<file path="src/rtl/reset_seq_pkg.sv">
// Shared types, defaults and width helpers for the aes128 core reset sequencer.
package reset_seq_pkg;

  typedef enum logic [2:0] {
    StInit,
    StHold,
    StRun,
    StDrain,
    StAssert
  } rst_state_e;

  localparam int unsigned DefSyncStages    = 2;
  localparam int unsigned DefHoldCycles    = 16;
  localparam int unsigned DefTimeoutCycles = 64;

  // Bits needed to hold every value in 0..max_val.
  function automatic int unsigned cnt_width(input int unsigned max_val);
    return $clog2(max_val + 1);
  endfunction

endpackage

</file>
<file path="src/rtl/reset_sequencer_if.sv">
// Soft-reset / quiesce handshake and reset outputs between the sequencer and the core.
interface reset_sequencer_if;

  logic sw_rst_req;
  logic quiesce_ack;
  logic rstb_out;
  logic rst_done;
  logic quiesce_req;
  logic busy;
  logic timeout_flag;

  modport master (
    input  sw_rst_req,
    input  quiesce_ack,
    output rstb_out,
    output rst_done,
    output quiesce_req,
    output busy,
    output timeout_flag
  );

  modport slave (
    output sw_rst_req,
    output quiesce_ack,
    input  rstb_out,
    input  rst_done,
    input  quiesce_req,
    input  busy,
    input  timeout_flag
  );

endinterface

</file>
<file path="src/rtl/reset_sync.sv">
// RSTB release synchroniser: asserts asynchronously, releases after STAGES edges.
module reset_sync #(
  parameter int unsigned STAGES = 2
) (
  input  logic CLK,
  input  logic RSTB,
  output logic sync_rstb
);

  logic [STAGES-1:0] chain_q;

  always_ff @(posedge CLK or negedge RSTB) begin
    if (!RSTB) begin
      chain_q <= '0;
    end else begin
      chain_q <= {chain_q[STAGES-2:0], 1'b1};
    end
  end

  assign sync_rstb = chain_q[STAGES-1];

endmodule

</file>
<file path="src/rtl/reset_sequencer.sv">
// Power-on and software reset sequencer for the aes128 core: sync release, hold stretch,
// quiesce handshake with timeout. All outputs come straight from flops.
module reset_sequencer
  import reset_seq_pkg::*;
#(
  parameter int unsigned SYNC_STAGES    = DefSyncStages,
  parameter int unsigned HOLD_CYCLES    = DefHoldCycles,
  parameter int unsigned TIMEOUT_CYCLES = DefTimeoutCycles
) (
  input logic               CLK,
  input logic               RSTB,
  reset_sequencer_if.master bus
);

  localparam int unsigned HoldW = cnt_width(HOLD_CYCLES);
  localparam int unsigned TmoW  = cnt_width(TIMEOUT_CYCLES);

  logic             sync_rstb;
  rst_state_e       state_q, state_d;
  logic [HoldW-1:0] hold_cnt_q, hold_cnt_d;
  logic [TmoW-1:0]  timer_q, timer_d;
  logic             rstb_out_q, rstb_out_d;
  logic             rst_done_q, rst_done_d;
  logic             quiesce_req_q, quiesce_req_d;
  logic             busy_q, busy_d;
  logic             timeout_flag_q, timeout_flag_d;

  reset_sync #(
    .STAGES (SYNC_STAGES)
  ) u_reset_sync (
    .CLK       (CLK),
    .RSTB      (RSTB),
    .sync_rstb (sync_rstb)
  );

  always_comb begin
    state_d        = state_q;
    hold_cnt_d     = hold_cnt_q;
    timer_d        = timer_q;
    timeout_flag_d = timeout_flag_q;

    unique case (state_q)
      StInit: begin
        if (sync_rstb) begin
          // The edge that sees the synchroniser release already counts as the first hold cycle.
          if (HOLD_CYCLES == 1) begin
            state_d = StRun;
          end else begin
            state_d    = StHold;
            hold_cnt_d = HoldW'(1);
          end
        end
      end
      StHold: begin
        if (hold_cnt_q == HoldW'(HOLD_CYCLES - 1)) begin
          state_d    = StRun;
          hold_cnt_d = '0;
        end else begin
          hold_cnt_d = hold_cnt_q + HoldW'(1);
        end
      end
      StRun: begin
        if (bus.sw_rst_req) begin
          state_d        = StDrain;
          timer_d        = '0;
          timeout_flag_d = 1'b0;
        end
      end
      StDrain: begin
        // An ACK arriving on the timeout edge wins; the flag stays clear.
        if (bus.quiesce_ack) begin
          state_d = StAssert;
          timer_d = '0;
        end else if (timer_q == TmoW'(TIMEOUT_CYCLES - 1)) begin
          state_d        = StAssert;
          timer_d        = '0;
          timeout_flag_d = 1'b1;
        end else begin
          timer_d = timer_q + TmoW'(1);
        end
      end
      StAssert: begin
        state_d    = StHold;
        hold_cnt_d = '0;
      end
      default: begin
        state_d = StInit;
      end
    endcase

    rstb_out_d    = (state_d == StRun) || (state_d == StDrain);
    rst_done_d    = (state_d == StRun) && (state_q != StRun);
    quiesce_req_d = (state_d == StDrain);
    busy_d        = (state_d != StRun);
  end

  always_ff @(posedge CLK or negedge RSTB) begin
    if (!RSTB) begin
      state_q        <= StInit;
      hold_cnt_q     <= '0;
      timer_q        <= '0;
      rstb_out_q     <= 1'b0;
      rst_done_q     <= 1'b0;
      quiesce_req_q  <= 1'b0;
      busy_q         <= 1'b1;
      timeout_flag_q <= 1'b0;
    end else begin
      state_q        <= state_d;
      hold_cnt_q     <= hold_cnt_d;
      timer_q        <= timer_d;
      rstb_out_q     <= rstb_out_d;
      rst_done_q     <= rst_done_d;
      quiesce_req_q  <= quiesce_req_d;
      busy_q         <= busy_d;
      timeout_flag_q <= timeout_flag_d;
    end
  end

  assign bus.rstb_out     = rstb_out_q;
  assign bus.rst_done     = rst_done_q;
  assign bus.quiesce_req  = quiesce_req_q;
  assign bus.busy         = busy_q;
  assign bus.timeout_flag = timeout_flag_q;

endmodule
</file>
<file path="src/flat_wrapper.sv">
// flat-port wrapper written by rule: the top's interface ports become plain ports
module reset_sequencer_flat import reset_seq_pkg::*;
#(
  parameter int unsigned SYNC_STAGES    = DefSyncStages,
  parameter int unsigned HOLD_CYCLES    = DefHoldCycles,
  parameter int unsigned TIMEOUT_CYCLES = DefTimeoutCycles
)
  (CLK, RSTB, bus_sw_rst_req, bus_quiesce_ack, bus_rstb_out, bus_rst_done, bus_quiesce_req, bus_busy, bus_timeout_flag);
  reset_sequencer_if bus_i ();
  input logic CLK;
  input logic RSTB;
  input wire logic [$bits(bus_i.sw_rst_req)-1:0] bus_sw_rst_req;
  input wire logic [$bits(bus_i.quiesce_ack)-1:0] bus_quiesce_ack;
  output wire logic [$bits(bus_i.rstb_out)-1:0] bus_rstb_out;
  output wire logic [$bits(bus_i.rst_done)-1:0] bus_rst_done;
  output wire logic [$bits(bus_i.quiesce_req)-1:0] bus_quiesce_req;
  output wire logic [$bits(bus_i.busy)-1:0] bus_busy;
  output wire logic [$bits(bus_i.timeout_flag)-1:0] bus_timeout_flag;
  assign bus_i.sw_rst_req = bus_sw_rst_req;
  assign bus_i.quiesce_ack = bus_quiesce_ack;
  assign bus_rstb_out = bus_i.rstb_out;
  assign bus_rst_done = bus_i.rst_done;
  assign bus_quiesce_req = bus_i.quiesce_req;
  assign bus_busy = bus_i.busy;
  assign bus_timeout_flag = bus_i.timeout_flag;
  reset_sequencer #(.SYNC_STAGES(SYNC_STAGES), .HOLD_CYCLES(HOLD_CYCLES), .TIMEOUT_CYCLES(TIMEOUT_CYCLES)) u_core (.CLK(CLK), .RSTB(RSTB), .bus(bus_i));
endmodule
</file>
<file path="config.mk">
export PLATFORM = sky130hd
export DESIGN_NAME = reset_sequencer_flat
export DESIGN_NICKNAME = d
export VERILOG_FILES = /design/src/rtl/reset_seq_pkg.sv /design/src/rtl/reset_sequencer_if.sv /design/src/rtl/reset_sync.sv /design/src/rtl/reset_sequencer.sv /design/src/flat_wrapper.sv
export SDC_FILE = /design/constraint.sdc
export NUM_CORES = 1
export LEC_CHECK = 0
export ABC_AREA = 1
export BUFFER_PORTS_ARGS = -buffer_cell sky130_fd_sc_hd__buf_4
export CAP_MARGIN = 20
export CORE_UTILIZATION = 40
export CTS_CLUSTER_DIAMETER = 100
export CTS_CLUSTER_SIZE = 8
export DETAILED_ROUTE_END_ITERATION = 16
export HOLD_SLACK_MARGIN = 0.02
export PLACE_DENSITY = 0.63
export SYNTH_ARGS = -nofsm -noshare
export SYNTH_HDL_FRONTEND = slang
export SYNTH_SLANG_ARGS = --single-unit
</file>
<file path="constraint.sdc">
create_clock -name CLK -period 1.19 [get_ports CLK]
set_input_delay 0.357 -clock CLK [delete_from_list [all_inputs] [get_ports CLK]]
set_output_delay 0.357 -clock CLK [all_outputs]
set_load 0.1 [all_outputs]
</file>
Yosys cells after proc, flatten, opt, wreduce, memory -nomap -nowiden
Cells that the tools add are included.
{ "totals": {"inputBits": 4, "reg_bits": 22, "rom_bits": 0, "word_cells": 50, "memories": 0, "latch_bits": 0, "mem_bits_rw": 0, "output_inout_bits": 5} }
{ "op_classes": {"shift": 0, "addsub": 2, "n_eq_ne": 14, "div": 0, "n_bitwise": 0, "magnitude_cmp": 0, "reduce_logical": 8, "n_mul": 0, "n_mux": 17} }
{ "op_table": {"columns": ["cell", "count"], "rows": [
  ["$mux W7", 3],
  ["$mux W3", 5],
  ["$pmux W3 S5", 1],
  ["$pmux W5 S3", 1],
  ["$pmux W7 S2", 1],
  ["$eq A3 B2 Y1 const B", 4],
  ["$mux W5", 2],
  ["$add A7 B1 Y7 const B", 1],
  ["$eq A7 B6 Y1 const B", 1],
  ["$ne A2 B2 Y1 const B", 3],
  ["$ne A3 B2 Y1 const B", 2],
  ["$add A5 B1 Y5 const B", 1],
  ["$eq A5 B4 Y1 const B", 1],
  ["$reduce_and A2 Y1", 2],
  ["$reduce_and A4 Y1", 1],
  ["$eq A3 B1 Y1 const B", 1],
  ["$eq A3 B3 Y1 const B", 1],
  ["$logic_not A3 Y1", 1],
  ["$mux W1", 3],
  ["$reduce_bool A3 Y1", 1],
  ["$ne A2 B1 Y1 const B", 1],
  ["$pmux W1 S2", 1],
  ["$reduce_bool A2 Y1", 1],
  ["$logic_and A1 B1 Y1", 1],
  ["$logic_or A1 B1 Y1", 1]
]} }

Logic depth before layout (Yosys ltp)
Gate-level depths: netlist of the first run.
{ "depth": {"word_depth": 6, "mapped_depth": 9} }

Cells and area by module
A second synthesis of the first run with hierarchy kept.
{ "unflattened": {"cells_unflattened": 118, "area_unflattened_um2": 1021.0} }
{ "by_module_without_submodules": {"columns": ["mod", "cells_each", "n_inst", "seq_area_each_um2", "area_each_um2"], "rows": [
  ["reset_sequencer", 115, 1, 501.7, 967.2],
  ["reset_sync", 3, 1, 50.0, 53.8]
]} }

Worst setup path after synthesis of the first run
Ideal clock, no wire load.
{ "synth_path": {"kind": "register -> output", "startpoint": "register u_core.timeout_flag_q (netlist: u_core.bus.timeout_flag)", "endpoint": "output bus_timeout_flag", "t_arrival_ps": 898, "setup_slack_ps": -65, "path_stages_with_launch": 1, "path_cell_list": "dfrtp_1"} }
{ "synth_rtl": {"columns": ["element", "line_no", "text"], "rows": [
  ["start: declaration", "reset_sequencer.sv:26", "logic timeout_flag_q, timeout_flag_d;"],
  ["start signal: assignment", "reset_sequencer.sv:115", "timeout_flag_q <= timeout_flag_d;"],
  ["end: declaration", "flat_wrapper.sv:18", "output wire logic [$bits(bus_i.timeout_flag)-1:0] bus_timeout_flag;"]
]} }
No word-level cell between the ends.

Worst setup path after layout of the first run
{ "layout_path": {"startpoint": "register u_core.busy_q (netlist: u_core.bus.busy)", "endpoint": "output bus_busy"} }
{ "layout_rtl": {"columns": ["element", "line_no", "text"], "rows": [
  ["start: declaration", "reset_sequencer.sv:25", "logic busy_q, busy_d;"],
  ["start signal: assignment", "reset_sequencer.sv:114", "busy_q <= busy_d;"],
  ["end: declaration", "flat_wrapper.sv:17", "output wire logic [$bits(bus_i.busy)-1:0] bus_busy;"]
]} }
No word-level cell between the ends.

==> run summary, run 1 <==
FMAX -> 721.0 MHz
Clock root buffer -> clkbuf_4
Top_reg_cell synth -> dfrtp_1
Avg Cell Area, Syn -> 8.652 µm²
Post-synth top area share -> 0.5147
TritonCTS clock tree -> done
Initial Utilization -> 0.4404
Vias in the first global route -> 912
Stages on worst setup path -> 1
Final Critical Period -> 1.387 ns
R2r setup slk -> -0.16 ns
GP Congestion -> 0.8403
H-Tree Depth -> 1
Pwr Density -> 2015 mW/mm²
GRT Util Overall -> 0.1972
Synthesized net count -> 124
Clock skew -> 0.01400 ns
FF+latch count, synth -> 22
Worst EP required -> 0.83 ns
Cell family with most CP delay -> flip-flops
Crit path largest cell delay -> 0.56 ns
Worst skew pair latency -> 0.31 ns
Max VDD drop -> 1.348 mV
CP Launch Type -> flop
Layout cells sized above 1 -> 0.6164
Die area -> 0.002758 mm²
CP Launch Point -> u_core.bus.busy
Status -> complete, but fails checks
IO buf count -> 8
Inserted Clock Buffers -> 3
Crit path max fanout -> 1
Post-synthesis cell type count -> 20
Final worst slack -> -0.1970 ns
DRC viols -> 0
Crit path DAT -> 1.03 ns
Total Nets Final -> 166
Final hold slack -> 0.3600 ns
Die Wd -> 52.52 µm
Final setup vio count -> 17
Crit Path Class -> flop to output port
Reg-to-reg startpoint -> u_core.state_q[2]
First DRT Iteration DRCs -> 12
Core footprint -> 0.002318 mm²
Global-route wire length before repair -> 3836 µm
Count leader, synth -> nand2_1
Clock transition at the registers of the reported paths -> 0.11 ns
Clock tree buffer depth -> 2
Initial antenna violation count -> 0
Layout area overhead -> 59.93%
Crit path cell chain -> buf_12
# clock sinks -> 22
Vias -> 952
Buf/Inv on CP -> 1
Ant diodes -> 0
Synth area leaders -> dfrtp_1 51%, nand2_1 10%, nand3_1 7.4%
Post-synth ARST share -> 1.000
Final Max Tran Viols -> 0
Slowest cell on crit path -> dfstp_2
ANT nets after route -> 0
EDFF count, synth -> 0
Yosys warns -> 0
TNS Setup -> -1.653 ns
Largest net degree at the start of global routing -> 23
Fill count -> 162
Fin. Hold Viols -> 0
CP endpoint kind -> output port
Wire length per cell -> 13.40 µm
Post-synth top cells -> 28 x nand2_1, 21 x dfrtp_1, 15 x inv_1, 15 x nand3_1, 10 x nor2_1
HPWL after DPL -> 1487 µm
Max-cap violations -> 0
Syn Inst Count -> 118
Initial DRT Pass Iterations -> 4
RSZ-0062 raised after global routing -> yes
Vias/cell -> 5.091
Reg2reg end -> u_core.timer_q[0]
Ports -> 9
Rows -> 17
Chip height -> 52.52 µm
Reg2Reg Depth -> 7
Total wire length -> 2506 µm
Sequential-to-total area share from yosys stat -> 0.5404
Area leader, netlist -> dfrtp_1
Cell area after synthesis -> 0.001021 mm²
Power consumption -> 3290 µW
Fin crit share -> 1.166
CP endpoint -> bus_busy
Total gr overflow -> 0
Place WS -> -0.09204 ns
Hold WC Path Type -> flop to flop
Leakage power total -> 0.0007982 µW
Failing checks -> negative setup slack
-- timing repair --
item	in CTS	in global routing
resized for setup	38	49
endpoints found under the setup margin	16	23
buffers inserted	1	8
hold buffers	1	0
hold endpoints to repair	21	0
pin swaps	16	22
cloned	0	0
-- state kept, by name (all words and copies together), names as in the netlist --
name and count:
u_core.u_reset_sync.chain_q 2, u_core.hold_cnt_q 5, u_core.bus.rst_done 1, u_core.timer_q 7, u_core.bus.timeout_flag 1, u_core.bus.quiesce_req 1, u_core.bus.busy 1, u_core.bus.rstb_out 1
u_core.state_q 3
-- cell type report --
class	count	area, µm²	area share
multi-input cells	81	595.6	0.3647
flip-flops and latches	22	560.5	0.3433
repair buffers	37	354.1	0.2169
inverters	15	61.31	0.03755
well taps	28	35.03	0.02146
clock buffers	4	26.28	0.01609
-- routing by layer --
layer,track usage,routed length (µm),up-vias
li1,-,-,466
met1,0.2353,1107,452
met2,0.3354,1249,24
met3,0.04058,56,10
met4,0.09211,93,0
met5,0,0,-
-- cell usage in the layout (no fill, tap or decap) --
master	n
dfrtp_2	7
clkbuf_4	3
xor2_2	1
o21ai_4	1
dlygate4sd3_1	1
a21oi_2	2
nand3_1	8
buf_6	7
o21ai_2	3
inv_1	8
xor2_1	1
nand2_4	3
dfstp_2	1
or2_4	1
nor2_2	4
o22ai_2	1
buf_12	2
nand4_1	3
nand3_2	7
buf_4	24
conb_1	1
nand2_1	13
a21oi_4	1
inv_2	5
nand2_2	13
dfrtp_1	14
xnor2_1	2
nor2_1	3
a21oi_1	1
ha_2	2
a22o_1	1
buf_8	3
nor2_4	5
inv_4	2
a21boi_1	1
clkbuf_1	1
o21ai_1	3
-- kinds of logic (layout without fill, tap and decap cells) --
family                     Yosys count  after routing  synth area share
and+or+nand+nor                     60             60            0.2659
DFF                                 22             22            0.5404
buffers and inverters               15             56           0.05514
AOI/OAI and AO/OA                   14             14           0.07599
xor gates and xnor gates             4              4           0.03432
adders and majority gates            2              2           0.02451
other                                1              1          0.003673
-- through the flow --
stage	instance area, µm²	utilization	cells
detailed placement	1284	0.5537	175
floorplan	1031	-	118
CTS	1438	0.6201	181
global placement	1284	0.5537	175
global route	1633	0.7043	187
finish	1633	0.7043	187
-- power by group --
group | internal [µW] | total, µW | leakage, µW | switching [µW]
clock | 131 | 355 | 0.0000150 | 224
sequential | 958 | 1150 | 0.000271 | 195
combinational | 819 | 1780 | 0.000513 | 963
total | 1910 | 3290 | 0.000798 | 1380
-- worst min-delay path by stage --
stage | slack [ns] | to | start | depth (start not counted)
2_1_floorplan | 0.06 | u_core.bus.quiesce_req | RSTB | 0
3_3_place_gp | 0.26 | u_core.hold_cnt_q[4] | RSTB | 1
3_5_place_dp | 0.26 | u_core.hold_cnt_q[2] | RSTB | 1
4_1_cts | 0.31 | u_core.state_q[2] | bus_quiesce_ack | 3
5_1_grt | 0.36 | u_core.state_q[2] | bus_quiesce_ack | 3
6_report | 0.36 | u_core.u_reset_sync.chain_q[1] | u_core.u_reset_sync.chain_q[0] | 0
(Power assumes the default switching activity.)
==> run 2: changes to the inputs <==
ABC_AREA = 0   (was 1)
SYNTH_HIERARCHICAL = 1   (was not set)
==> run summary, run 2 <==
FF+latch count, synth -> 22 (unchanged)
Power consumption -> 2990 µW (-9.1%)
First DRT Iteration DRCs -> 15 (+3)
Total Nets Final -> 149 (-10%)
Crit path max fanout -> 1 (unchanged)
Clock skew -> 0.008214 ns (-0.005786 ns)
Reg2reg end -> u_core/timer_q[5]
# clock sinks -> 22 (unchanged)
H-Tree Depth -> 1 (unchanged)
Commonest non-fill, non-tap cell in the layout -> buf_4
Crit path cell chain -> buf_12
Post-synthesis cell type count -> 43 (+110%)
Final hold slack -> 0.3144 ns (-0.04559 ns)
Hold EP -> u_core/state_q[2]
Initial antenna violation count -> 0 (unchanged)
TritonCTS clock tree -> done
Net Sw Power -> 1105 µW (-20%)
Hold WC Path Type -> input port to flop
Failing checks -> negative setup slack
FMAX -> 699.4 MHz (-3.0%)
Max VDD drop -> 1.495 mV (+11%)
Clock tree buffer depth -> 2 (unchanged)
EDFF count, synth -> 0 (unchanged)
CP Launch Type -> flop
Total wire length -> 2968 µm (+18%)
Cell area after synthesis -> 0.001086 mm² (+6.4%)
GRT Util Overall -> 0.2197 (+0.02253)
Vias in the first global route -> 944 (+3.5%)
Crit path DAT -> 1.07 ns (+0.04 ns)
Fin. Hold Viols -> 0 (unchanged)
Total gr overflow -> 0 (unchanged)
Sequential-to-total area share from yosys stat -> 0.5081 (-0.03238)
Die area -> 0.002927 mm² (+6.1%)
Crit Path Class -> flop to output port
Initial Utilization -> 0.4306 (-0.009811)
Synth area leaders -> dfrtp_1 48%, o21ai_0 3.2%, buf_6 3.1%
HPWL after DPL -> 1529 µm (+2.8%)
Worst EP required -> 0.83 ns (about the same)
Vias -> 971 (+2.0%)
Final Critical Period -> 1.430 ns (+0.04284 ns)
Chip height -> 54.11 µm (+3.0%)
Post-synth top area share -> 0.4839 (-0.03083)
Ant diodes -> 0 (unchanged)
Post-synth ARST share -> 1.000 (unchanged)
Fin crit share -> 1.202 (+0.03600)
Synthesized net count -> 105 (-15%)
Layout cells sized above 1 -> 0.5915 (-0.02480)
Worst skew pair latency -> 0.31 ns (about the same)
CP Launch Point -> u_core/bus.busy
Final setup vio count -> 24 (+7)
Final Max Tran Viols -> 0 (unchanged)
Leakage power total -> 0.0007631 µW (-4.4%)
Ports -> 9 (unchanged)
ANT nets after route -> 0 (unchanged)
Final Instance Area -> 0.001710 mm² (+4.8%)
R2r setup slk -> -0.16 ns (about the same)
Slowest cell on crit path -> dfstp_2
Layout area overhead -> 57.49%
Syn Inst Count -> 99 (-16%)
DRC viols -> 0 (unchanged)
Crit path largest cell delay -> 0.58 ns (+0.02 ns)
Reg2Reg Depth -> 4 (-3)
Cell family with most CP delay -> flip-flops
Pint -> 1885 µW (-1.2%)
Hold_sp -> bus_quiesce_ack
Rows -> 18 (+1)
Reg-to-reg startpoint -> u_core/state_q[2]
Top_reg_cell synth -> dfrtp_1
Biggest regs -> u_core/timer_q: 7 flops, u_core/hold_cnt_q: 5 flops, u_core/state_q: 3 flops
Global-route wire length before repair -> 4485 µm (+17%)
Largest net degree at the start of global routing -> 23 (unchanged)
Most flops, register -> u_core/timer_q
Placed inst area -> 0.001303 mm² (+1.5%)
Pwr Density -> 1748 mW/mm² (-13%)
Gate power share -> 0.510 (-0.032)
Clock root buffer -> clkbuf_4
RSZ-0062 raised after global routing -> yes
Avg Cell Area, Syn -> 10.97 µm² (+27%)
GP Congestion -> 0.7981 (-5.0%)
Commonest cells after routing, fill and taps aside -> 29 x buf_4, 14 x dfrtp_1, 8 x buf_6, 7 x dfrtp_2, 6 x nand2_1
Count leader, synth -> dfrtp_1
Final worst slack -> -0.2398 ns (-0.04284 ns)
Yosys warns -> 6 (+6)
Vias/cell -> 5.645 (+11%)
Wire length per cell -> 17.26 µm (+29%)
Initial DRT Pass Iterations -> 4 (unchanged)
Max-cap violations -> 0 (unchanged)
CP endpoint kind -> output port
Die Wd -> 54.11 µm (+3.0%)
Part of the total power dissipated in the clock network -> 0.144 (+0.036)
Core footprint -> 0.002522 mm² (+8.8%)
Post-synth top cells -> 21 x dfrtp_1, 8 x nand2_1, 7 x o21ai_0, 5 x nand3_1, 4 x nor2_1
Inserted Clock Buffers -> 3 (unchanged)
Switching share of power -> 0.3696 (-0.05048)
Buf/Inv on CP -> 1 (unchanged)
IO buf count -> 8 (unchanged)
Worst hold path depth -> 2 (+2)
Sequential share of power -> 0.346 (-0.004)
Max reg flops -> 7 (unchanged)
Clock transition at the registers of the reported paths -> 0.13 ns (+0.02 ns)
Core Util, Final -> 0.6781 (-0.02619)
Area leader, netlist -> dfrtp_1
Status -> complete, but fails checks
==> run 2: changes by cell type in the layout (fill, tap and decap cells not counted), sizes merged, moves of 3 or more <==
| cell | before | now |
|---|---|---|
| a211oi | 0 | 3 |
| a21oi | 4 | 1 |
| buf | 36 | 42 |
| inv | 15 | 3 |
| nand2 | 29 | 8 |
| nand2b | 0 | 3 |
| nand3 | 15 | 5 |
| nand4 | 3 | 0 |
| nor2 | 12 | 4 |
| nor3 | 0 | 3 |
==> run 2: power by group through the flow <==
stage	clock (µW)	combinational, µW	sequential [µW]
floorplan	0	548	1100
global placement	0	950	1020
detailed placement	0	958	1030
CTS	429	1310	1020
global route	454	1640	1050
finish	430	1530	1030
==> run 2: what timing repair did <==
action	4_1_cts	5_1_grt
pin swaps	20	6
gates resized for setup	38	20
setup buffers	15	3
setup endpoints to repair	24	24
hold endpoints to repair	21	0
hold buffers	1	0
==> run 2: how the worst max path moves through the flow <==
stage	to	slack (ns)	cells past startpoint
4_1_cts	bus_busy	-0.24	1
5_1_grt	bus_busy	-0.26	1
3_5_place_dp	u_core/timer_q[5]	-0.22	3
2_1_floorplan	u_core/hold_cnt_q[3]	-0.12	4
3_3_place_gp	u_core/timer_q[5]	-0.17	3
6_report	bus_busy	-0.24	1
==> run 2: layer usage <==
layer	share of wire	up-vias	wire length, µm	track usage
met2	0.47	32	1393	0.3374
li1	-	456	-	-
met4	0.013	0	38	0.07265
met5	0	-	0	0
met1	0.47	479	1398	0.3132
met3	0.046	4	138	0.03672
==> run 2: layout make-up <==
cell class | count | area, µm²
flip-flops and latches | 22 | 560.5
multi-input cells | 70 | 651.9
fillers | 184 | 812.0
inverters | 3 | 11.26
well taps | 30 | 37.54
clock buffers | 4 | 36.28
repair buffers | 43 | 412.9
==> run 2: kinds of logic (layout without fill, tap and decap cells) <==
group,after synthesis,after routing,synth area share
buf+inv,7,50,0.04839
flops,22,22,0.5081
mux,1,1,0.009217
compound gates,29,29,0.1947
fa+ha+maj,2,2,0.02304
simple gates,37,37,0.2131
other cells,1,1,0.003453
==> run 2: per-stage QoR <==
step           setup slack [ns]  instances  setup TNS (ns)
6_report                -0.2398        172          -2.497
2_1_floorplan           -0.1173         99         -0.4525
3_3_place_gp            -0.1655        150          -1.785
4_1_cts                 -0.2418        169          -1.791
5_1_grt                 -0.2611        172          -3.622
3_5_place_dp            -0.2158        150          -2.140
